--- config.mk ---
export PLATFORM = sky130hd
export DESIGN_NAME = inst_fetch
export DESIGN_NICKNAME = d
export VERILOG_FILES = /design/src/rtl/rv_core_pkg.sv /design/src/rtl/fetch_pc_gen.sv /design/src/rtl/inst_fetch.sv
export SDC_FILE = /design/constraint.sdc
export NUM_CORES = 1
export LEC_CHECK = 0
export ABC_AREA = 1
export ABC_CLOCK_PERIOD_IN_PS = 1590
export CORE_MARGIN = 2
export CORE_UTILIZATION = 44
export CTS_BUF_LIST = sky130_fd_sc_hd__clkbuf_2
export DETAILED_ROUTE_END_ITERATION = 16
export GPL_ROUTABILITY_DRIVEN = 0
export GPL_TIMING_DRIVEN = 0
export PLACE_DENSITY = 0.78
export SYNTH_ARGS = -nofsm -noshare
export SYNTH_HDL_FRONTEND = slang
export SYNTH_SLANG_ARGS = --single-unit
--- constraint.sdc ---
create_clock -name CLK -period 1.59 [get_ports CLK]
set_input_delay 0.318 -clock CLK [delete_from_list [all_inputs] [get_ports CLK]]
set_output_delay 0.318 -clock CLK [all_outputs]
set_load 0.03 [all_outputs]
--- src/rtl/rv_core_pkg.sv ---
// Shared definitions for the multi-cycle RV32I core.
// Fetch FSM encoding, NOP word and default reset vector.
package rv_core_pkg;

   typedef enum logic [2:0] {
      S_IDLE  = 3'd0,
      S_FETCH = 3'd1,
      S_WAIT  = 3'd2,
      S_VALID = 3'd3,
      S_HALT  = 3'd4
   } fetch_state_t;

   localparam logic [31:0] NOP_INST     = 32'h0000_0013;
   localparam logic [31:0] DEF_RESET_PC = 32'h0000_0000;

endpackage

--- src/rtl/fetch_pc_gen.sv ---
// Next-PC selection for the fetch unit: redirect, advance or hold.
// Purely combinational; the PC register lives in inst_fetch.
module fetch_pc_gen (
   input  logic [31:0] i_pc,
   input  logic        i_redirect,
   input  logic [31:0] i_redirect_pc,
   input  logic        i_advance,
   output logic [31:0] o_next_pc
);

   always_comb begin
      o_next_pc = i_pc;
      if (i_redirect)
         o_next_pc = i_redirect_pc & 32'hFFFF_FFFC;
      else if (i_advance)
         o_next_pc = i_pc + 32'd4;
   end

endmodule

--- src/rtl/inst_fetch.sv ---
// Instruction fetch unit: owns the PC, reads sync-read imem,
// hands words to the decoder over valid/ready.
module inst_fetch
   import rv_core_pkg::*;
#(
   parameter logic [31:0] RESET_PC = DEF_RESET_PC,
   parameter int          ADDR_W   = 12
) (
   input  logic              CLK,
   input  logic              RST,
   output logic              I_MEM_CSN,
   output logic [ADDR_W-1:0] I_MEM_ADDR,
   input  logic [31:0]       I_MEM_DI,
   output logic [31:0]       INST,
   output logic [31:0]       INST_PC,
   output logic              INST_VALID,
   input  logic              INST_READY,
   input  logic              REDIRECT,
   input  logic [31:0]       REDIRECT_PC,
   input  logic              HALT,
   output logic              HALTED,
   output logic [31:0]       INST_CNT
);

   fetch_state_t r_state;
   fetch_state_t w_next_state;
   logic [31:0]  r_pc;
   logic [31:0]  r_inst;
   logic [31:0]  r_inst_pc;
   logic [31:0]  r_cnt;
   logic [31:0]  w_next_pc;
   logic         w_live;
   logic         w_acc;
   logic         w_halt;
   logic         w_redir;
   logic         w_adv;
   logic         w_capture;

   // HALT and REDIRECT only act once fetching has begun
   assign w_live    = (r_state == S_FETCH) || (r_state == S_WAIT)
                   || (r_state == S_VALID);
   assign w_acc     = (r_state == S_VALID) && INST_READY;
   assign w_halt    = HALT && w_live;
   assign w_redir   = REDIRECT && !HALT && w_live;
   assign w_adv     = w_acc && !HALT && !REDIRECT;
   assign w_capture = (r_state == S_WAIT) && !w_halt && !w_redir;

   always_comb begin
      w_next_state = S_IDLE;
      unique case (r_state)
         S_IDLE:  w_next_state = S_FETCH;
         S_FETCH: w_next_state = S_WAIT;
         S_WAIT:  w_next_state = S_VALID;
         S_VALID: w_next_state = w_acc ? S_FETCH : S_VALID;
         S_HALT:  w_next_state = S_HALT;
         default: w_next_state = S_IDLE;
      endcase
      if (w_halt)
         w_next_state = S_HALT;
      else if (w_redir)
         w_next_state = S_FETCH;
   end

   fetch_pc_gen u_pc_gen (
      .i_pc          (r_pc),
      .i_redirect    (w_redir),
      .i_redirect_pc (REDIRECT_PC),
      .i_advance     (w_adv),
      .o_next_pc     (w_next_pc)
   );

   always_ff @(posedge CLK) begin
      if (RST) begin
         r_state   <= S_IDLE;
         r_pc      <= RESET_PC;
         r_inst    <= NOP_INST;
         r_inst_pc <= RESET_PC;
         r_cnt     <= 32'd0;
      end else begin
         r_state <= w_next_state;
         r_pc    <= w_next_pc;
         if (w_acc)
            r_cnt <= r_cnt + 32'd1;
         if (w_capture) begin
            r_inst    <= I_MEM_DI;
            r_inst_pc <= r_pc;
         end
      end
   end

   assign I_MEM_CSN  = (r_state != S_FETCH);
   assign I_MEM_ADDR = r_pc[ADDR_W-1:0];
   assign INST       = r_inst;
   assign INST_PC    = r_inst_pc;
   assign INST_VALID = (r_state == S_VALID);
   assign HALTED     = (r_state == S_HALT);
   assign INST_CNT   = r_cnt;

endmodule

==> impl_metrics.tcl, run 1 <==
set metrics [dict create \
    number_of_antenna_violations_at_the_first_check_in_global_routing 1 \
    timing.max_cap.violations 0 \
    hold_startpoint "I_MEM_DI[20]" \
    grt_start_max_net_pins 17 \
    via_count 8099 \
    yosys.cell_count.top_type "sky130_fd_sc_hd__nand2_1" \
    pin_count 180 \
    multiInputGateArea_um2 4140 \
    crit_required_ps 2250 \
    worst_hold_path_type "input pin to flip-flop" \
    synth.distinct_cells 40 \
    failed_checks "negative setup slack" \
    synth_top_cell_area_share_pct 40.6 \
    cellLeakagePower_uw 0.00455 \
    critical_path.n_buffers_inverters 5 \
    worstPathCellList "inv_4, nand2_4, buf_6, buf_6, nor3_4, nand2_8, buf_4, buf_6, o21ai_1, nor2_2" \
    ys_ff_latch 127 \
    first_iter_violations 917 \
    maxSlewViolCount 0 \
    worstSetupStartpointType "flip-flop" \
    timing.final.setup_violations 175 \
    port-buffer-count 172 \
    ys_async_sr_fraction_pct 0 \
    r2r-start "r_state[2]" \
    clock_latency_ps 760 \
    ant_nets 0 \
    clockRootBuffer "sky130_fd_sc_hd__clkbuf_2" \
    die_area_um2 15200 \
    hold_viol 0 \
    fillCellCount 808 \
    timing.hold.ws_ps 153 \
    mappedNetlistArea_um2 6260 \
    start_util_pct 45.1 \
    ir_drop_mv 0.494 \
    grt-ovfl-total 0 \
    fin_crit_share_pct 118 \
    first_pass_iters 9 \
    detailedPlace.worstSlack_ps -592 \
    cts-htree-levels 4 \
    worst_setup_path_startpoint "r_state[2]" \
    synth-edff-count 0 \
    clkTransAtPathRegs_ps 210 \
    syn-instance-count 944 \
    fp.dieW_um 123 \
    cts_num_sinks 127 \
    worst_relative_slew_slack_pct 44.0 \
    finalWorstSetupSlack_ps -293 \
    synthesized_area_per_cell_um2 6.63 \
    core_area_um2 13900 \
    power_per_cell_area_nw_per_um2 807 \
    slowest_delay_ps 410 \
    critPathTopFamily "buffers and inverters" \
    critical_path_class "flip-flop to flip-flop" \
    critical_path.endpoint_type "flip-flop" \
    critical_path_arrival_ps 2540 \
    detail_route.wl_per_cell_um 18.8 \
    ys_top_cells_by_count "sky130_fd_sc_hd__nand2_1, sky130_fd_sc_hd__nor2_1, sky130_fd_sc_hd__dfxtp_1" \
    synthesis.yosys.warnings 0 \
    final_layout_size_suffix_gt1_share_pct 48.2 \
    first_global_vias 6768 \
    worst_slew_pin_tran_ps 839 \
    synth_sequential_area_ratio_pct 40.6 \
    place.detailed.hpwl_um 14500 \
    cts-buffers-inserted 17 \
    result_of_the_run "finished, violations left" \
    timing.critical_path.mode_cell "sky130_fd_sc_hd__buf_6" \
    wire_length_of_the_first_global_routing_pass_um 32100 \
    final.setup_skew_ps 26.4 \
    synth_largest_area_cell "sky130_fd_sc_hd__dfxtp_1" \
    dieHeight_um 123 \
    fmax_ghz 0.531 \
    placementRows 43 \
    ys_top_cells_by_area "sky130_fd_sc_hd__dfxtp_1, sky130_fd_sc_hd__nand2_1, sky130_fd_sc_hd__nor2_1" \
    worst_path_max_fanout 10 \
    layout.area.seq_um2 2760 \
    nNetsFinal 1315 \
    ys.flop_type "sky130_fd_sc_hd__dfxtp_1" \
    area_growth_pct 78.5 \
    viasPerCell 5.64 \
    crit_path_top_delay_cell "sky130_fd_sc_hd__dfxtp_4" \
    post-route-drc-count 0 \
    drt-total-wl_um 27000 \
    grt_usage_pct 27.4 \
    grt_setup_unrepaired "true" \
    clock_path_buffers 2 \
    tritoncts_clock_tree "done" \
    fin_crit_period_ps 1880 \
]
## registers in the layout, indices dropped and copies added, names as in the netlist
| name | flops |
|---|---|
| INST | 32 |
| INST_CNT | 32 |
| INST_PC | 30 |
| r_pc | 30 |
| r_state | 3 |
## worst register-to-register path: cells and delay by family (launching register included)
kind            cells  cell delay (ps)
flops               1              410
simple gates        4              550
buf+inv             5              590
compound gates      1              240
## cell usage in the layout, fill, tap and decap left out, types with 3 or more instances in the layout
master                            synthesis  routed
sky130_fd_sc_hd__a21oi_1                 64      26
sky130_fd_sc_hd__a21oi_2                  0      36
sky130_fd_sc_hd__a31oi_1                  3       3
sky130_fd_sc_hd__buf_12                   0       6
sky130_fd_sc_hd__buf_4                   20      80
sky130_fd_sc_hd__buf_6                    4     143
sky130_fd_sc_hd__buf_8                    0       9
sky130_fd_sc_hd__bufinv_16                0       3
sky130_fd_sc_hd__clkbuf_1                17      10
sky130_fd_sc_hd__clkbuf_16                0      10
sky130_fd_sc_hd__clkbuf_2                 0      20
sky130_fd_sc_hd__clkdlybuf4s50_1          0      65
sky130_fd_sc_hd__clkinv_1                 1       7
sky130_fd_sc_hd__conb_1                   1       4
sky130_fd_sc_hd__dfxtp_1                127      19
sky130_fd_sc_hd__dfxtp_2                  0      77
sky130_fd_sc_hd__dfxtp_4                  0      31
sky130_fd_sc_hd__inv_1                   87      82
sky130_fd_sc_hd__inv_2                    4       5
sky130_fd_sc_hd__nand2_1                200     175
sky130_fd_sc_hd__nand2_2                  4      15
sky130_fd_sc_hd__nand2_4                  2      13
sky130_fd_sc_hd__nand2_8                  0       4
sky130_fd_sc_hd__nand3_1                 63      40
sky130_fd_sc_hd__nand3_2                  1      20
sky130_fd_sc_hd__nand3_4                  0       4
sky130_fd_sc_hd__nand4_1                 12      12
sky130_fd_sc_hd__nor2_1                 174     115
sky130_fd_sc_hd__nor2_2                   8      25
sky130_fd_sc_hd__nor2_4                   3      45
sky130_fd_sc_hd__nor3_1                  12       6
sky130_fd_sc_hd__nor3_2                   0       4
sky130_fd_sc_hd__o211ai_1                 7       7
sky130_fd_sc_hd__o21ai_0                 93      20
sky130_fd_sc_hd__o21ai_1                  4      41
sky130_fd_sc_hd__o21ai_2                  0      34
sky130_fd_sc_hd__xor2_1                   4       3
## per-layer routing
| layer | vias to the layer above | global-route usage (%) | routed length, µm |
|---|---|---|---|
| li1 | 3651 | - | - |
| met1 | 3670 | 32.4 | 9710 |
| met2 | 590 | 47.3 | 12900 |
| met3 | 188 | 5.54 | 2450 |
| met4 | 0 | 13.1 | 1950 |
| met5 | - | 0 | 0 |
## kinds of logic (layout without fill, tap and decap cells)
logic type      count (synthesis)  in the layout  share of synthesized area, %
simple gates                  487            488                          32.8
compound gates                179            179                          15.0
buf+inv                       143            451                          10.4
flops                         127            127                          40.6
xor+xnor                        5              5                         0.700
fa+ha+maj                       2              2                         0.400
other cells                     1              5                        0.0599
## cell type report
cell class,instances,share of cell area [%]
Multi-Input combinational cell,678,37.1
Clock inverter,11,1.10
Inverter,92,3.41
Clock buffer,20,0.896
Tap cell,180,2.02
Timing Repair Buffer,279,26.2
Sequential cell,127,24.7
Antenna cell,1,0.0224
Buffer,49,4.59
## power by group
part           total, µW  internal [µW]  switching, µW
clock network       2110            854           1250
logic               3200           1500           1700
registers           3700           3440            265
total               9010           5790           3220
## what timing repair did
item                                   in CTS  in global routing
hold buffers                                1                  1
endpoints found under the hold margin       5                  1
setup endpoints to repair                 191                215
cloned                                      0                 14
setup buffers                              54                 39
pin swaps                                  12                112
gates resized for setup                   938                408
## worst paths after layout
kind                                     to  slack, ps  depth (start not counted)
worst min register to register      INST[4]        500                          2
worst min-delay path               INST[20]        150                          3
worst max register to register  INST_PC[17]       -290                         10
worst max-delay path            INST_PC[17]       -290                         10
## stage by stage
stage               utilization [%]  total power [µW]  area (µm²)  cells  TNS (ps)
finish                         80.5              9010       11200   1437    -22120
global route                   80.5              9280       11200   1437    -34850
CTS                            67.6              7870        9390   1385     -5560
detailed placement             59.2              5610        8220   1299    -50820
global placement               59.2              5590        8220   1299    -48580
floorplan                         -              4780        6270    947         0
Power figures use the tool's default switching activity.
==> run 2, diff against run 1 <==
Settings changed: CORE_MARGIN 2 to unset, GPL_TIMING_DRIVEN 0 to unset.
==> impl_metrics.tcl, run 2 (synthesis gave the netlist of run 1 again) <==
set metrics [dict create \
    result_of_the_run "finished, violations left" \
    failed_checks "negative setup slack" \
    final_layout_size_suffix_gt1_share_pct 41.1 \
    pin_count 180 \
    power_per_cell_area_nw_per_um2 781 \
    clock_latency_ps 720 \
    first_iter_violations 675 \
    first_pass_iters 7 \
    final_common_cell "sky130_fd_sc_hd__nand2_1" \
    r2r-start "r_state[2]" \
    critical_path.endpoint_type "primary output" \
    top_layer_used "met4" \
    critical_path_arrival_ps 1550 \
    grt_usage_pct 26.8 \
    met1Wirelength_um 8250 \
    worstSetupStartpointType "flip-flop" \
    worst_r2r_endpoint "INST_CNT[30]" \
    worst_path_max_fanout 4 \
    maxSlewViolCount 0 \
    area_growth_pct 63.6 \
    die_area_um2 14700 \
    nNetsFinal 1302 \
    timing.max_cap.violations 0 \
    cts-buffers-inserted 17 \
    ir_drop_mv 0.521 \
    detail_route.wl_per_cell_um 15.4 \
    grt-ovfl-total 0 \
    post_cts_hold_buffer_count 0 \
    worstPathCellList "nor2_4, nand2_2, inv_2, buf_6" \
    first_global_vias 6704 \
    cts_num_sinks 127 \
    worstRegToRegCells 10 \
    via_count 7459 \
    fin_crit_share_pct 118 \
    critical_path_class "flip-flop to primary output" \
    number_of_antenna_violations_at_the_first_check_in_global_routing 0 \
    ant_nets 0 \
    finalWorstSetupSlack_ps -280 \
    met3RoutedLength_um 1590 \
    crit_required_ps 1270 \
    clock_path_buffers 2 \
    post-route-drc-count 0 \
    drt-total-wl_um 21900 \
    crit_path_top_delay_cell "sky130_fd_sc_hd__dfxtp_4" \
    detailedPlace.worstSlack_ps -387 \
    hold_viol 0 \
    cts-htree-levels 4 \
    met2_length_um 11300 \
    finalPower_uw 7990 \
    critical_path.n_buffers_inverters 2 \
    start_util_pct 45.1 \
    grt_setup_unrepaired "true" \
    setup.reg_to_reg.worst_slack_ps -270 \
    grt_start_max_net_pins 61 \
    mostFrequentLayoutCells "sky130_fd_sc_hd__nand2_1, sky130_fd_sc_hd__nor2_1, sky130_fd_sc_hd__buf_4" \
    fmax_ghz 0.535 \
    worst_setup_path_startpoint "r_state[1]" \
    antenna_cells_inserted 0 \
    placementRows 43 \
    min_path_cells 3 \
    core_area_um2 13900 \
    critical_path_stages 4 \
    tritoncts_clock_tree "done" \
    dieHeight_um 121 \
    clkTransAtPathRegs_ps 180 \
    crit_path_end "HALTED" \
    fin_crit_period_ps 1870 \
    fillCellCount 972 \
    slowest_delay_ps 410 \
    final.setup_skew_ps 27.0 \
    cellLeakagePower_uw 0.00423 \
    port-buffer-count 173 \
    timing.hold.ws_ps 163 \
    fp.dieW_um 121 \
    worst_hold_path_type "input pin to flip-flop" \
    timing.final.setup_violations 100 \
    place.detailed.hpwl_um 13500 \
    viasPerCell 5.24 \
    wire_length_of_the_first_global_routing_pass_um 30900 \
    clockRootBuffer "sky130_fd_sc_hd__clkbuf_2" \
    critPathTopFamily "flip-flops" \
]
[run 2: worst reg2reg max path, delay by kind of cell, from the launching register on]
kind / cells / cell delay [ps]
flip-flops: 1 / 380
buffers and inverters: 3 / 370
AND/OR/NAND/NOR: 7 / 1000
[run 2: worst min-delay path by stage]
stage	start	slack [ps]	endpoint
2_1_floorplan	I_MEM_DI[0]	430	INST[0]
4_1_cts	I_MEM_DI[0]	110	INST[0]
6_report	I_MEM_DI[1]	160	INST[1]
5_1_grt	I_MEM_DI[0]	90	INST[0]
3_5_place_dp	INST[1]	460	INST[1]
3_3_place_gp	INST[1]	460	INST[1]
[run 2: stage by stage]
stage	utilization, %	instances	TNS [ps]	instance area [µm²]
after floorplan	-	947	0	6270
after detailed placement	61.7	1321	-35630	8570
after CTS	67.0	1396	-1140	9300
final	73.8	1424	-9870	10200
after global placement	61.7	1321	-29970	8570
after global routing	73.8	1424	-22410	10200
[run 2: power by group]
part | total [µW] | leakage (µW) | switching, µW | internal (µW)
Sequential | 3640 | 0.00108 | 206 | 3440
Combinational | 2600 | 0.00302 | 1380 | 1210
Clock | 1750 | 0.000130 | 1180 | 575
[run 2: layout make-up]
cell class | count | area, µm² | area share [%]
Multi-Input combinational cell | 678 | 3560 | 34.7
Timing Repair Buffer | 315 | 3180 | 31.1
Clock buffer | 23 | 115 | 1.12
Inverter | 92 | 358 | 3.50
Clock inverter | 9 | 68.8 | 0.672
Sequential cell | 127 | 2730 | 26.7
Tap cell | 180 | 225 | 2.20
[run 2: routing by layer]
layer	vias to the layer above	GRT usage, %
li1	3614	-
met1	3403	30.5
met2	356	46.9
met3	86	6.34
met4	0	13.3
met5	-	0
[run 2: what timing repair did]
action | in CTS | in global routing
gates cloned | 1 | 2
resized for setup | 825 | 206
endpoints found under the setup margin | 112 | 208
pin swaps | 3 | 66
setup buffers | 42 | 28
==> run 3, diff against run 2 <==
Settings changed: CORE_UTILIZATION 44 to 40, PLACE_DENSITY 0.78 to 0.72.
==> impl_metrics.tcl, run 3 (synthesis gave the netlist of run 1 again) <==
set metrics [dict create \
    result_of_the_run "finished, violations left" \
    failed_checks "negative setup slack" \
    drt-total-wl_um 24900 \
    grt_setup_unrepaired "true" \
    cts-buffers-inserted 17 \
    timing.hold.ws_ps 172 \
    place_area_um2 8610 \
    ir_drop_mv 0.605 \
    nNetsFinal 1347 \
    maxSlewViolCount 0 \
    fin_crit_period_ps 1910 \
    critical_path_class "flip-flop to flip-flop" \
    clkTransAtPathRegs_ps 210 \
    wire_length_of_the_first_global_routing_pass_um 31900 \
    start_util_pct 41.0 \
    mostFrequentLayoutCells "sky130_fd_sc_hd__nand2_1, sky130_fd_sc_hd__buf_6, sky130_fd_sc_hd__buf_4" \
    pin_count 180 \
    final.setup_skew_ps 42.9 \
    fin_crit_share_pct 120 \
    first_iter_violations 668 \
    post-route-drc-count 0 \
    tritoncts_clock_tree "done" \
    post-route-cell-area_um2 11600 \
    worst_path_max_fanout 7 \
    post_cts_hold_buffer_count 0 \
    antenna_cells_inserted 0 \
    power_per_cell_area_nw_per_um2 762 \
    cellLeakagePower_uw 0.00478 \
    grt_usage_pct 24.8 \
    detail_route.wl_per_cell_um 16.6 \
    timing.final.setup_violations 118 \
    hold_viol 0 \
    stdcell_count 1498 \
    critical_path_arrival_ps 2530 \
    finalWorstSetupSlack_ps -317 \
    ant_nets 0 \
    final_layout_size_suffix_gt1_share_pct 51.0 \
    worst_slew_pin_tran_ps 537 \
    clock_latency_ps 710 \
    core_area_um2 15300 \
    worstSetupStartpointType "flip-flop" \
    grt.busiest_layer "met2" \
    number_of_antenna_violations_at_the_first_check_in_global_routing 0 \
    first_global_vias 6574 \
    met1_capacity_usage_during_global_routing_pct 30.2 \
    grt-ovfl-total 0 \
    post-place-cells 1355 \
    cts_num_sinks 127 \
    crit_required_ps 2210 \
    place.detailed.hpwl_um 14000 \
    timing.max_cap.violations 0 \
    finalPower_uw 8810 \
    die_area_um2 16100 \
    worst_relative_slew_slack_pct 64.0 \
    final_common_cell "sky130_fd_sc_hd__nand2_1" \
    port-buffer-count 173 \
    clockRootBuffer "sky130_fd_sc_hd__clkbuf_2" \
    critical_path.endpoint_type "flip-flop" \
    fmax_ghz 0.524 \
    setup_tns_ps -15430 \
    area_growth_pct 84.6 \
    grt_start_max_net_pins 46 \
    grt.met3_usage_pct 4.90 \
    dieHeight_um 127 \
    placementRows 45 \
    cts-htree-levels 4 \
    viasPerCell 5.26 \
    first_pass_iters 5 \
    worst_hold_path_type "input pin to flip-flop" \
    gr-usage-met2_pct 43.5 \
    fp.dieW_um 127 \
    via_count 7878 \
    clock_path_buffers 2 \
]
[run 3: cell count changes in the layout (fill, tap and decap cells not counted), moves of 18 or more]
cell / before / now
sky130_fd_sc_hd__a21oi_2: 11 / 29
sky130_fd_sc_hd__o21ai_2: 13 / 35
sky130_fd_sc_hd__buf_6: 114 / 132
sky130_fd_sc_hd__o21ai_0: 70 / 36
sky130_fd_sc_hd__a21oi_1: 53 / 33
sky130_fd_sc_hd__nor2_4: 18 / 46
sky130_fd_sc_hd__nor2_1: 150 / 110
[run 3: worst paths after layout]
kind                        from          to  slack, ps  depth (start not counted)
hold reg to reg         r_pc[31]    r_pc[31]        490                          2
hold / removal    REDIRECT_PC[9]     r_pc[9]        170                          3
setup / recovery      r_state[1]  INST_PC[8]       -320                          8
setup reg to reg      r_state[1]  INST_PC[8]       -320                          8
[run 3: metal layers]
| layer | vias up | share of wire [%] |
|---|---|---|
| met5 | - | 0 |
| met1 | 3695 | 39 |
| li1 | 3711 | - |
| met3 | 78 | 6.4 |
| met4 | 0 | 3.4 |
| met2 | 394 | 51 |
[run 3: final cells by class]
cell class	instances	area, µm²
clock buffers	20	100
clock inverters	10	73.8
fillers	1001	3710
inverters	92	389
multi-input cells	678	4200
flip-flops and latches	127	2730
well taps	211	264
repair buffers	359	3770
repair inverters	1	16.3
[run 3: critical path: stages (launching register included)]
cell and delay, ps:
sky130_fd_sc_hd__dfxtp_4 430, sky130_fd_sc_hd__nor2_4 40, sky130_fd_sc_hd__buf_4 130, sky130_fd_sc_hd__nor2_4 210, sky130_fd_sc_hd__nand2_8 150, sky130_fd_sc_hd__nand2_8 230, sky130_fd_sc_hd__clkinv_8 140, sky130_fd_sc_hd__clkbuf_16 190
sky130_fd_sc_hd__a21oi_1 280
[run 3: what timing repair did]
item,in CTS,in global routing
pin swaps,34,98
buffers inserted,40,62
resized for setup,765,512
gates cloned,2,14
endpoints found under the setup margin,178,222
[run 3: report_power, final]
part / total (µW) / switching, µW / internal, µW
logic: 3390 / 1740 / 1650
registers: 3690 / 241 / 3440
clock network: 1730 / 1200 / 536
[run 3: stage by stage]
| stage | setup slack, ps | utilization [%] |
|---|---|---|
| 2_1_floorplan | 21.2 | - |
| 3_3_place_gp | -429 | 56.5 |
| 3_5_place_dp | -494 | 56.5 |
| 4_1_cts | -246 | 60.3 |
| 5_1_grt | -359 | 75.7 |
| 6_report | -317 | 75.7 |
